File: config.mk
export PLATFORM = sky130hd
export DESIGN_NAME = exc_commit_unit
export DESIGN_NICKNAME = d
export VERILOG_FILES = /design/src/rtl/exc_pkg.sv /design/src/rtl/exc_lane_decode.sv /design/src/rtl/exc_commit_unit.sv
export SDC_FILE = /design/constraint.sdc
export NUM_CORES = 1
export LEC_CHECK = 0
export ABC_AREA = 1
export BUFFER_PORTS_ARGS = -buffer_cell sky130_fd_sc_hd__buf_2
export CAP_MARGIN = 20
export CORE_AREA = 2 2 129 131
export DETAILED_ROUTE_END_ITERATION = 10
export DIE_AREA = 0 0 131 133
export HOLD_SLACK_MARGIN = 0.1
export PLACE_DENSITY = 0.77
export SYNTH_ARGS = -nofsm -noshare
export SYNTH_HDL_FRONTEND = slang
export SYNTH_SLANG_ARGS = --single-unit
File: constraint.sdc
create_clock -name clk -period 5.63 [get_ports clk]
set_input_delay 1.126 -clock clk [delete_from_list [all_inputs] [get_ports clk]]
set_output_delay 1.126 -clock clk [all_outputs]
set_load 0.01 [all_outputs]
File: src/rtl/exc_pkg.sv
// Shared definitions for the precise-exception commit unit: cause-bit indices, ExcCodes, vectors, FSM states.
// Define EXC_TLB_EN to decode the TLB causes and use the refill vector; otherwise those causes are masked off.
package exc_pkg;

  localparam logic [3:0] C_INT         = 4'd0;
  localparam logic [3:0] C_I_REFILL    = 4'd1;
  localparam logic [3:0] C_I_INVALID   = 4'd2;
  localparam logic [3:0] C_I_ADEL      = 4'd3;
  localparam logic [3:0] C_RI          = 4'd4;
  localparam logic [3:0] C_OV          = 4'd5;
  localparam logic [3:0] C_SYS         = 4'd6;
  localparam logic [3:0] C_BP          = 4'd7;
  localparam logic [3:0] C_ERET        = 4'd8;
  localparam logic [3:0] C_D_REFILL_L  = 4'd9;
  localparam logic [3:0] C_D_INVALID_L = 4'd10;
  localparam logic [3:0] C_D_REFILL_S  = 4'd11;
  localparam logic [3:0] C_D_INVALID_S = 4'd12;
  localparam logic [3:0] C_D_ADEL      = 4'd13;
  localparam logic [3:0] C_D_ADES      = 4'd14;
  localparam logic [3:0] C_MOD         = 4'd15;

  localparam logic [4:0] EC_INT  = 5'h00;
  localparam logic [4:0] EC_MOD  = 5'h01;
  localparam logic [4:0] EC_TLBL = 5'h02;
  localparam logic [4:0] EC_TLBS = 5'h03;
  localparam logic [4:0] EC_ADEL = 5'h04;
  localparam logic [4:0] EC_ADES = 5'h05;
  localparam logic [4:0] EC_SYS  = 5'h08;
  localparam logic [4:0] EC_BP   = 5'h09;
  localparam logic [4:0] EC_RI   = 5'h0A;
  localparam logic [4:0] EC_OV   = 5'h0C;

  localparam logic [31:0] VEC_REFILL_OFS  = 32'h0000_0200;
  localparam logic [31:0] VEC_GENERAL_OFS = 32'h0000_0380;

  localparam logic [1:0] BV_NONE = 2'd0;
  localparam logic [1:0] BV_PC   = 2'd1;
  localparam logic [1:0] BV_ADDR = 2'd2;

  // i_refill, i_invalid, d_refill_l/s, d_invalid_l/s, mod
  localparam logic [15:0] TLB_CAUSES = 16'h9E06;
`ifdef EXC_TLB_EN
  localparam logic [15:0] CAUSE_MASK = 16'hFFFF;
`else
  localparam logic [15:0] CAUSE_MASK = ~TLB_CAUSES;
`endif

  typedef enum logic {S_IDLE, S_BUSY} state_e;

endpackage

File: src/rtl/exc_lane_decode.sv
// Per-lane cause decode: picks the highest-priority (lowest-index) enabled cause bit
// and reports its ExcCode, vector class and which address feeds BadVAddr/EntryHi.
module exc_lane_decode
  import exc_pkg::*;
(
  input  logic        valid,
  input  logic        refetch,
  input  logic [15:0] exc,
  output logic        has_event,
  output logic [4:0]  exccode,
  output logic        is_eret,
  output logic        is_refill,
  output logic [1:0]  badvaddr_src,
  output logic        entryhi_we
);

  logic [15:0] exc_m;
  logic [3:0]  sel;

  always_comb begin
    exc_m = exc & CAUSE_MASK;
    sel   = 4'd0;
    for (int i = 15; i >= 0; i--) begin
      if (exc_m[i]) sel = 4'(i);
    end
    has_event    = valid & (refetch | (|exc_m));
    exccode      = EC_INT;
    is_eret      = 1'b0;
    is_refill    = 1'b0;
    badvaddr_src = BV_NONE;
    entryhi_we   = 1'b0;
    case (sel)
      C_I_REFILL:    begin exccode = EC_TLBL; is_refill = 1'b1; badvaddr_src = BV_PC;   entryhi_we = 1'b1; end
      C_I_INVALID:   begin exccode = EC_TLBL; badvaddr_src = BV_PC;   entryhi_we = 1'b1; end
      C_I_ADEL:      begin exccode = EC_ADEL; badvaddr_src = BV_PC;   end
      C_RI:          exccode = EC_RI;
      C_OV:          exccode = EC_OV;
      C_SYS:         exccode = EC_SYS;
      C_BP:          exccode = EC_BP;
      C_ERET:        is_eret = 1'b1;
      C_D_REFILL_L:  begin exccode = EC_TLBL; is_refill = 1'b1; badvaddr_src = BV_ADDR; entryhi_we = 1'b1; end
      C_D_INVALID_L: begin exccode = EC_TLBL; badvaddr_src = BV_ADDR; entryhi_we = 1'b1; end
      C_D_REFILL_S:  begin exccode = EC_TLBS; is_refill = 1'b1; badvaddr_src = BV_ADDR; entryhi_we = 1'b1; end
      C_D_INVALID_S: begin exccode = EC_TLBS; badvaddr_src = BV_ADDR; entryhi_we = 1'b1; end
      C_D_ADEL:      begin exccode = EC_ADEL; badvaddr_src = BV_ADDR; end
      C_D_ADES:      begin exccode = EC_ADES; badvaddr_src = BV_ADDR; end
      C_MOD:         begin exccode = EC_MOD;  badvaddr_src = BV_ADDR; entryhi_we = 1'b1; end
      default:       ;
    endcase
  end

endmodule

File: src/rtl/exc_commit_unit.sv
// Precise-exception commit unit: oldest excepting/refetching lane wins, flushes the pipe and
// holds a registered redirect until fetch accepts it. TLB causes decoded only with EXC_TLB_EN.
module exc_commit_unit
  import exc_pkg::*;
#(
  parameter int          LANES    = 2,
  parameter logic [31:0] EXC_BASE = 32'hBFC0_0000
) (
  input  logic                  clk,
  input  logic                  rst,
  input  logic [LANES-1:0]      lane_valid,
  input  logic [LANES-1:0]      lane_refetch,
  input  logic [LANES*32-1:0]   lane_pc,
  input  logic [LANES*32-1:0]   lane_badvaddr,
  input  logic [LANES-1:0]      lane_bd,
  input  logic [LANES*16-1:0]   lane_exc,
  input  logic [31:0]           cp0_epc,
  input  logic                  cp0_exl,
  output logic                  flush,
  output logic [LANES-1:0]      kill_mask,
  output logic                  redirect_valid,
  input  logic                  redirect_ready,
  output logic [31:0]           redirect_pc,
  output logic                  cp0_we,
  output logic [4:0]            cp0_exccode,
  output logic                  cp0_bd,
  output logic                  cp0_epc_we,
  output logic [31:0]           cp0_epc_o,
  output logic                  cp0_badvaddr_we,
  output logic [31:0]           cp0_badvaddr,
  output logic                  cp0_entryhi_we,
  output logic [18:0]           cp0_entryhi_vpn2,
  output logic                  cp0_cls_exl
);

  localparam int IW = (LANES > 1) ? $clog2(LANES) : 1;

  logic [LANES-1:0]      has_evt, is_eret, is_refill, ehi_we;
  logic [LANES-1:0][4:0] code;
  logic [LANES-1:0][1:0] bv_src;

  for (genvar g = 0; g < LANES; g++) begin : g_lane
    exc_lane_decode u_dec (
      .valid        (lane_valid[g]),
      .refetch      (lane_refetch[g]),
      .exc          (lane_exc[g*16 +: 16]),
      .has_event    (has_evt[g]),
      .exccode      (code[g]),
      .is_eret      (is_eret[g]),
      .is_refill    (is_refill[g]),
      .badvaddr_src (bv_src[g]),
      .entryhi_we   (ehi_we[g])
    );
  end

  state_e        state_q, state_d;
  logic [IW-1:0] win_idx;
  logic          any_evt, capture;
  logic [31:0]   w_pc, w_bv;

  always_comb begin
    win_idx = '0;
    for (int i = LANES - 1; i >= 0; i--) begin
      if (has_evt[i]) win_idx = IW'(i);
    end
    // Reset also masks detection so flush drops the moment rst rises.
    any_evt = (|has_evt) & ~rst;
    capture = (state_q == S_IDLE) & any_evt;
    w_pc    = lane_pc[int'(win_idx)*32 +: 32];
    w_bv    = lane_badvaddr[int'(win_idx)*32 +: 32];
  end

  always_ff @(posedge clk or posedge rst) begin
    if (rst) state_q <= S_IDLE;
    else     state_q <= state_d;
  end

  always_comb begin
    state_d = state_q;
    case (state_q)
      S_IDLE:  if (any_evt) state_d = S_BUSY;
      S_BUSY:  if (redirect_ready) state_d = S_IDLE;
      default: state_d = S_IDLE;
    endcase
  end

  always_comb begin
    flush          = 1'b0;
    kill_mask      = '0;
    redirect_valid = 1'b0;
    if (state_q == S_BUSY) begin
      flush          = 1'b1;
      kill_mask      = '1;
      redirect_valid = 1'b1;
    end else if (any_evt) begin
      flush = 1'b1;
      for (int i = 0; i < LANES; i++) kill_mask[i] = (i >= int'(win_idx));
    end
  end

  logic [31:0] redirect_pc_q, redirect_pc_d, epc_o_q, epc_o_d, bv_q, bv_d;
  logic [4:0]  exccode_q, exccode_d;
  logic        we_q, we_d, bd_q, bd_d, epc_we_q, epc_we_d, bv_we_q, bv_we_d;
  logic        ehi_we_q, ehi_we_d, cls_q, cls_d;
  logic        w_exc;

  always_comb begin
    w_exc         = ~lane_refetch[win_idx] & ~is_eret[win_idx];
    redirect_pc_d = redirect_pc_q;
    epc_o_d       = epc_o_q;
    bv_d          = bv_q;
    exccode_d     = exccode_q;
    bd_d          = bd_q;
    we_d          = 1'b0;
    epc_we_d      = 1'b0;
    bv_we_d       = 1'b0;
    ehi_we_d      = 1'b0;
    cls_d         = 1'b0;
    if (capture) begin
      if (lane_refetch[win_idx])                   redirect_pc_d = w_pc;
      else if (is_eret[win_idx])                   redirect_pc_d = cp0_epc;
      else if (is_refill[win_idx] && !cp0_exl)     redirect_pc_d = EXC_BASE + VEC_REFILL_OFS;
      else                                         redirect_pc_d = EXC_BASE + VEC_GENERAL_OFS;
      cls_d     = ~lane_refetch[win_idx] & is_eret[win_idx];
      we_d      = w_exc;
      exccode_d = w_exc ? code[win_idx] : EC_INT;
      // Nested exception: EPC and BD keep describing the original fault.
      epc_we_d  = w_exc & ~cp0_exl;
      bd_d      = w_exc & ~cp0_exl & lane_bd[win_idx];
      epc_o_d   = lane_bd[win_idx] ? w_pc - 32'd4 : w_pc;
      bv_we_d   = w_exc & (bv_src[win_idx] != BV_NONE);
      bv_d      = (bv_src[win_idx] == BV_PC) ? w_pc : w_bv;
      ehi_we_d  = w_exc & ehi_we[win_idx];
    end
  end

  always_ff @(posedge clk or posedge rst) begin
    if (rst) begin
      redirect_pc_q <= EXC_BASE + VEC_GENERAL_OFS;
      epc_o_q       <= '0;
      bv_q          <= '0;
      exccode_q     <= '0;
      bd_q          <= 1'b0;
      we_q          <= 1'b0;
      epc_we_q      <= 1'b0;
      bv_we_q       <= 1'b0;
      ehi_we_q      <= 1'b0;
      cls_q         <= 1'b0;
    end else begin
      redirect_pc_q <= redirect_pc_d;
      epc_o_q       <= epc_o_d;
      bv_q          <= bv_d;
      exccode_q     <= exccode_d;
      bd_q          <= bd_d;
      we_q          <= we_d;
      epc_we_q      <= epc_we_d;
      bv_we_q       <= bv_we_d;
      ehi_we_q      <= ehi_we_d;
      cls_q         <= cls_d;
    end
  end

  assign redirect_pc      = redirect_pc_q;
  assign cp0_we           = we_q;
  assign cp0_exccode      = exccode_q;
  assign cp0_bd           = bd_q;
  assign cp0_epc_we       = epc_we_q;
  assign cp0_epc_o        = epc_o_q;
  assign cp0_badvaddr_we  = bv_we_q;
  assign cp0_badvaddr     = bv_q;
  assign cp0_entryhi_we   = ehi_we_q;
  assign cp0_entryhi_vpn2 = bv_q[31:13];
  assign cp0_cls_exl      = cls_q;

endmodule

# Yosys cells after proc, flatten, opt, wreduce, memory -nomap -nowiden
# Cells that the tools add are included.
classes:
  n_addsub: 1
  n_mux: 62
  shifts: 2
  order_cmp: 2
  bitwise_logic: 17
  eq_ne: 31
  n_reduce_logical: 20
ops:
  columns: ["op", "count"]
  rows:
  - ["two-way mux 32 bit", 4]
  - ["variable part select 64 x 7 -> 32 bit", 2]
  - ["two-way mux 4 bit", 18]
  - ["one-hot mux 4 bit (9 select lines)", 2]
  - ["equality test 4 bit (second input constant)", 16]
  - ["equality test 4 x 3 -> 1 bit (second input constant)", 8]
  - ["subtractor 32 x 3 -> 32 bit (second input constant)", 1]
  - ["OR reduction 7 bit", 4]
  - ["two-way mux 1 bit", 27]
  - ["OR reduction 9 bit", 2]
  - ["equality test 4 x 2 -> 1 bit (second input constant)", 4]
  - ["two-way mux 5 bit", 3]
  - ["OR reduction 3 bit", 4]
  - ["AND 1 bit", 10]
  - ["OR reduction 2 bit", 5]
  - ["two-way mux 9 bit", 1]
  - ["equality test 4 x 1 -> 1 bit (second input constant)", 2]
  - ["two-way mux 2 bit", 4]
  - ["one-hot mux 2 bit (2 select lines)", 2]
  - ["OR reduction 4 bit", 2]
  - ["NOT 1 bit", 5]
  - ["equality test 2 x 1 -> 1 bit (second input constant)", 1]
  - ["less-than comparator 1 x 2 -> 1 bit (second input constant)", 1]
  - ["bitwise OR 1 bit", 2]
  - ["other kinds (5)", 5]
word_totals:
  out_inout_bits: 130
  ff_bits: 108
  word_cells: 146
  in_bits: 202

# Longest topological paths before layout
logic_depth:
  ltp_word: 18
  mapped_depth: 19
  depth_no_buf: 19

# Modules after synthesis
# A second synthesis with hierarchy kept.
hier_totals:
  hier_cells: 1095
  hier_area_um2: 7549.7
by_module_without_submodules:
  columns: ["mod", "area_each_um2", "cells_each", "seq_area_each_um2", "n_inst"]
  rows:
  - ["exc_commit_unit", 6891.6, 993, 2717.6, 1]
  - ["exc_lane_decode", 329.1, 51, 0.0, 2]

# Worst setup path before layout
# Ideal clock, no wire load.
synth_path:
  kind: "input-to-output"
  from: "input port rst"
  to: "output port kill_mask[1]"
  path_slack_ns: 0.505
  arrival_ns: 3.999
  path_buffers: 1
  path_stages: 4
  required_ns: 4.504
  path_cell_list: "inv_1 -> nand2_1 -> nand2_1 -> buf_4"
synth_via:
  elab_chain_len: 4
synth_rtl:
  columns: ["item", "line", "source"]
  rows:
  - ["start, declared", "exc_commit_unit.sv:10", "input logic rst,"]
  - ["NOT 1 bit", "exc_commit_unit.sv:67", "any_evt = (|has_evt) & ~rst;"]
  - ["AND 1 bit", "exc_commit_unit.sv:67", null]
  - ["two-way mux 2 bit", "exc_commit_unit.sv:95", "end else if (any_evt) begin"]
  - ["two-way mux 2 bit", "exc_commit_unit.sv:91", "if (state_q == S_BUSY) begin"]
  - ["end, declared", "exc_commit_unit.sv:20", "output logic [LANES-1:0] kill_mask,"]
# Every way passes these cells.

# Worst setup path in the final report
layout_path:
  from: "input port lane_exc[23]"
  to: "register redirect_pc_q[30], in the netlist redirect_pc[30]"
layout_via:
  elab_chain_len: 12
  word_cells_on_any_way: 23
  classes_between: "eq/ne: 1; shift: 1; mux: 15; bitwise: 4; reduce/logical: 2"
layout_rtl:
  columns: ["item", "line", "source"]
  rows:
  - ["start, declared", "exc_commit_unit.sv:16", "input logic [LANES*16-1:0] lane_exc,"]
  - ["branches (longest 12 deep; another with variable part select 64 x 7 -> 32 bit)", null, null]
  - ["end signal, assigned", "exc_commit_unit.sv:139", "redirect_pc_q <= EXC_BASE + VEC_GENERAL_OFS;"]
  - ["end signal, assigned", "exc_commit_unit.sv:150", "redirect_pc_q <= redirect_pc_d;"]
  - ["end, declared", "exc_commit_unit.sv:101", "logic [31:0] redirect_pc_q, redirect_pc_d, epc_o_q, epc_o_d, bv_q, bv_d;"]
# Parallel ways; which one is timed is not known. The select of a mux whose other input is x is not followed.
# A chain may end at the register's enable or synchronous reset.

==> summary.md <==
| Metric | Value |
|---|---|
| Clock sinks | `107` |
| Slowest cell on crit path | `nor2_4` |
| Pleak | `4.81 nW` |
| Crit-path cells | `buf_2 -> nor2_2 -> nand3_1 -> nor2_2 -> nor2_4 -> nand2_8 -> o21ai_1 -> inv_1 -> nand2_1 -> nor2_1 -> buf_4 -> nand2_1 -> o311ai_0` |
| Critical Path RT | `5.83 ns` |
| Worst-case clock buffer depth | `2` |
| Buffers on Ports | `316` |
| Mapped Cells | `1029` |
| Routability cong. | `0.877` |
| Post-DR vias/cell | `5.20` |
| Final core utilization | `55.4%` |
| Total GRT Usage | `28.8%` |
| Vias | `7883` |
| Post-route worst setup slack | `1.49 ns` |
| Async SR Flop Fraction | `100%` |
| Final worst-path cycle share | `73.5%` |
| DIE AREA | `17400 um^2` |
| Synth Warn # | `0` |
| PnR Total Power | `2.65 mW` |
| Commonest non-fill, non-tap cell in the layout | `nand2_1` |
| CTS Buf Count | `9` |
| Commonest cells after routing, fill and taps aside | `365 x nand2_1, 316 x buf_2, 97 x nor2_1` |
| Drt wl/cell | `16.7 um` |
| Cell Area, Synth | `7130 um^2` |
| Clk_lat worst skew | `0.35 ns` |
| Final setup viols | `0` |
| H-tree Lvls | `3` |
| Endpoint class of the critical path | `flip-flop` |
| FF+latch count, synth | `107` |
| DP HPWL | `18.9 mm` |
| Minimum clock period | `4.14 ns` |
| Synth area leader | `dfrtp_1` |
| Final hold violations | `0` |
| Synth cell types | `46` |
| Post-route ant nets | `0` |
| Rel. slew slack | `40.3%` |
| Pin count of the biggest net entering global routing | `80` |
| Core area | `16200 um^2` |
| Clock slew at reported path FFs | `0.08 ns` |
| VDD IR-drop max | `0.000145 V` |
| Share of the synthesized area in the top cell type | `33.3%` |
| Clk Tree Root Cell | `clkbuf_16` |
| Share of cells above drive strength 1 | `32.2%` |
| Critical Path Fanout Max | `48` |
| Clock tree from TritonCTS | `yes` |
| Die X | `131 um` |
| Vias in the first global route | `7299` |
| Worst slew pin tran | `0.896 ns` |
| Post-Syn Area per Cell | `6.93 um^2` |
| Fmax | `242 MHz` |
| # rows | `47` |
| PwrDens | `296 nW/um^2` |
| WS Path Type | `input port to flip-flop` |
| Post_cts resized | `0` |
| Top post-synthesis cells by area | `dfrtp_1 33%, nand2_1 19%, nand3_1 5.6%, nor2_1 5.1%, dfstp_2 4.4%` |
| Final Instance Count excl. Fillers | `1517` |
| Critical path startpoint category | `input port` |
| Seq/Total Area, Yosys | `37.8%` |
| Remaining DRCs | `0` |
| Final wirelength | `25.3 mm` |
| Setup TNS | `0 ns` |
| Cells after DPL | `1500` |
| Initial DRC Count | `658` |
| Arrival @ worst endpoint | `4.34 ns` |
| Area delta synth->final | `25.7%` |
| Clock skew | `0.00896 ns` |
| Hold Path Class | `flip-flop to flip-flop` |
| DR pass1 iterations | `6` |
| Final Max Tran Viols | `0` |
| Status | `completed` |
| Initial antenna violation count | `1` |
| Post-CTS Setup Inserts | `0` |
| First-pass GRT wire length | `38.4 mm` |
| Ys flop type | `dfrtp_1` |
| Starting Density | `44.1%` |
| Post-CTS Hold Fix Bufs | `0` |
| Place WS | `1.18 ns` |
| Max_cap viols | `0` |
| Post-synth EDFFs | `0` |
| RSZ-0062 raised after global routing | `no` |
| GRT overflow | `0` |
| Largest stage delay, worst path | `0.64 ns` |
| Die H | `133 um` |
| I/O pin count | `332` |
| Final layout net count | `1494` |
-- synth_stat cells, drive strengths merged, types with 3 or more instances --
cell type	number
inv	75
dfrtp	95
nand3b	14
xor2	8
a21oi	13
dfstp	12
o211ai	21
o21ai	69
nor2	119
nand2	377
clkbuf	17
nand3	87
nand4	10
a31oi	5
buf	57
nor3	15
o22ai	11
o21bai	3
o311ai	7
-- flip-flops by register name (all words and copies together) (netlist names) --
name	flops
cp0_badvaddr_we	1
redirect_pc	32
cp0_we	1
state_q	1
cp0_bd	1
cp0_cls_exl	1
cp0_epc_we	1
cp0_badvaddr	32
cp0_epc_o	32
cp0_exccode	4
cp0_entryhi_we	1
-- per-layer routing --
layer | global-route usage [%] | wire [um] | vias up
met5 | 0 | 0 | -
met4 | 9.46 | 612 | 0
met3 | 5.46 | 2110 | 34
met2 | 46.5 | 11900 | 388
met1 | 38.8 | 10700 | 3614
li1 | - | - | 3847
-- final cells by class --
type	instances	area, um^2
flip-flops and latches	107	2690
clock buffers	10	229
inverters	77	294
repair buffers	324	1650
multi-input cells	772	3700
diodes	1	2.50
clock inverters	6	111
well taps	220	275
fillers	1586	7210
-- power breakdown --
part | switching [mW] | leakage [nW] | internal, mW
registers | 0.0979 | 1.31 | 0.944
logic | 0.534 | 3.33 | 0.330
clock network | 0.308 | 0.163 | 0.437
-- critical path: cells and delay by family --
family	cells	cell delay [ns]
buffers and inverters	3	0.67
and+or+nand+nor	8	1.93
AOI/OAI and AO/OA	2	0.57
-- kinds of logic (layout without fill, tap and decap cells) --
group / count (synthesis) / after routing / synth area share [%]
fa+ha+maj: 1 / 1 / 0.175
flops: 107 / 107 / 37.8
xor+xnor: 8 / 8 / 0.983
other cells: 1 / 3 / 0.0526
compound gates: 135 / 135 / 11.9
buf+inv: 151 / 417 / 10.5
simple gates: 626 / 626 / 38.7
-- stage by stage --
stage	hold WS (ns)	area, um^2
after floorplan	0.506	7130
after global placement	0.452	8620
after detailed placement	0.462	8620
after CTS	0.483	8960
after global routing	0.497	8960
final	0.482	8960
-- worst paths after layout --
kind	start	to	slack [ns]	cells past startpoint
setup reg to reg	state_q	redirect_pc[22]	3.03	5
hold / removal	cp0_badvaddr[4]	cp0_badvaddr[4]	0.48	2
setup / recovery	lane_exc[23]	redirect_pc[30]	1.49	13
max in group asynchronous	rst	redirect_pc[30]	3.48	3
hold reg to reg	cp0_badvaddr[4]	cp0_badvaddr[4]	0.48	2
min in group asynchronous	rst	state_q	0.85	2
(Power assumes the default switching activity.)
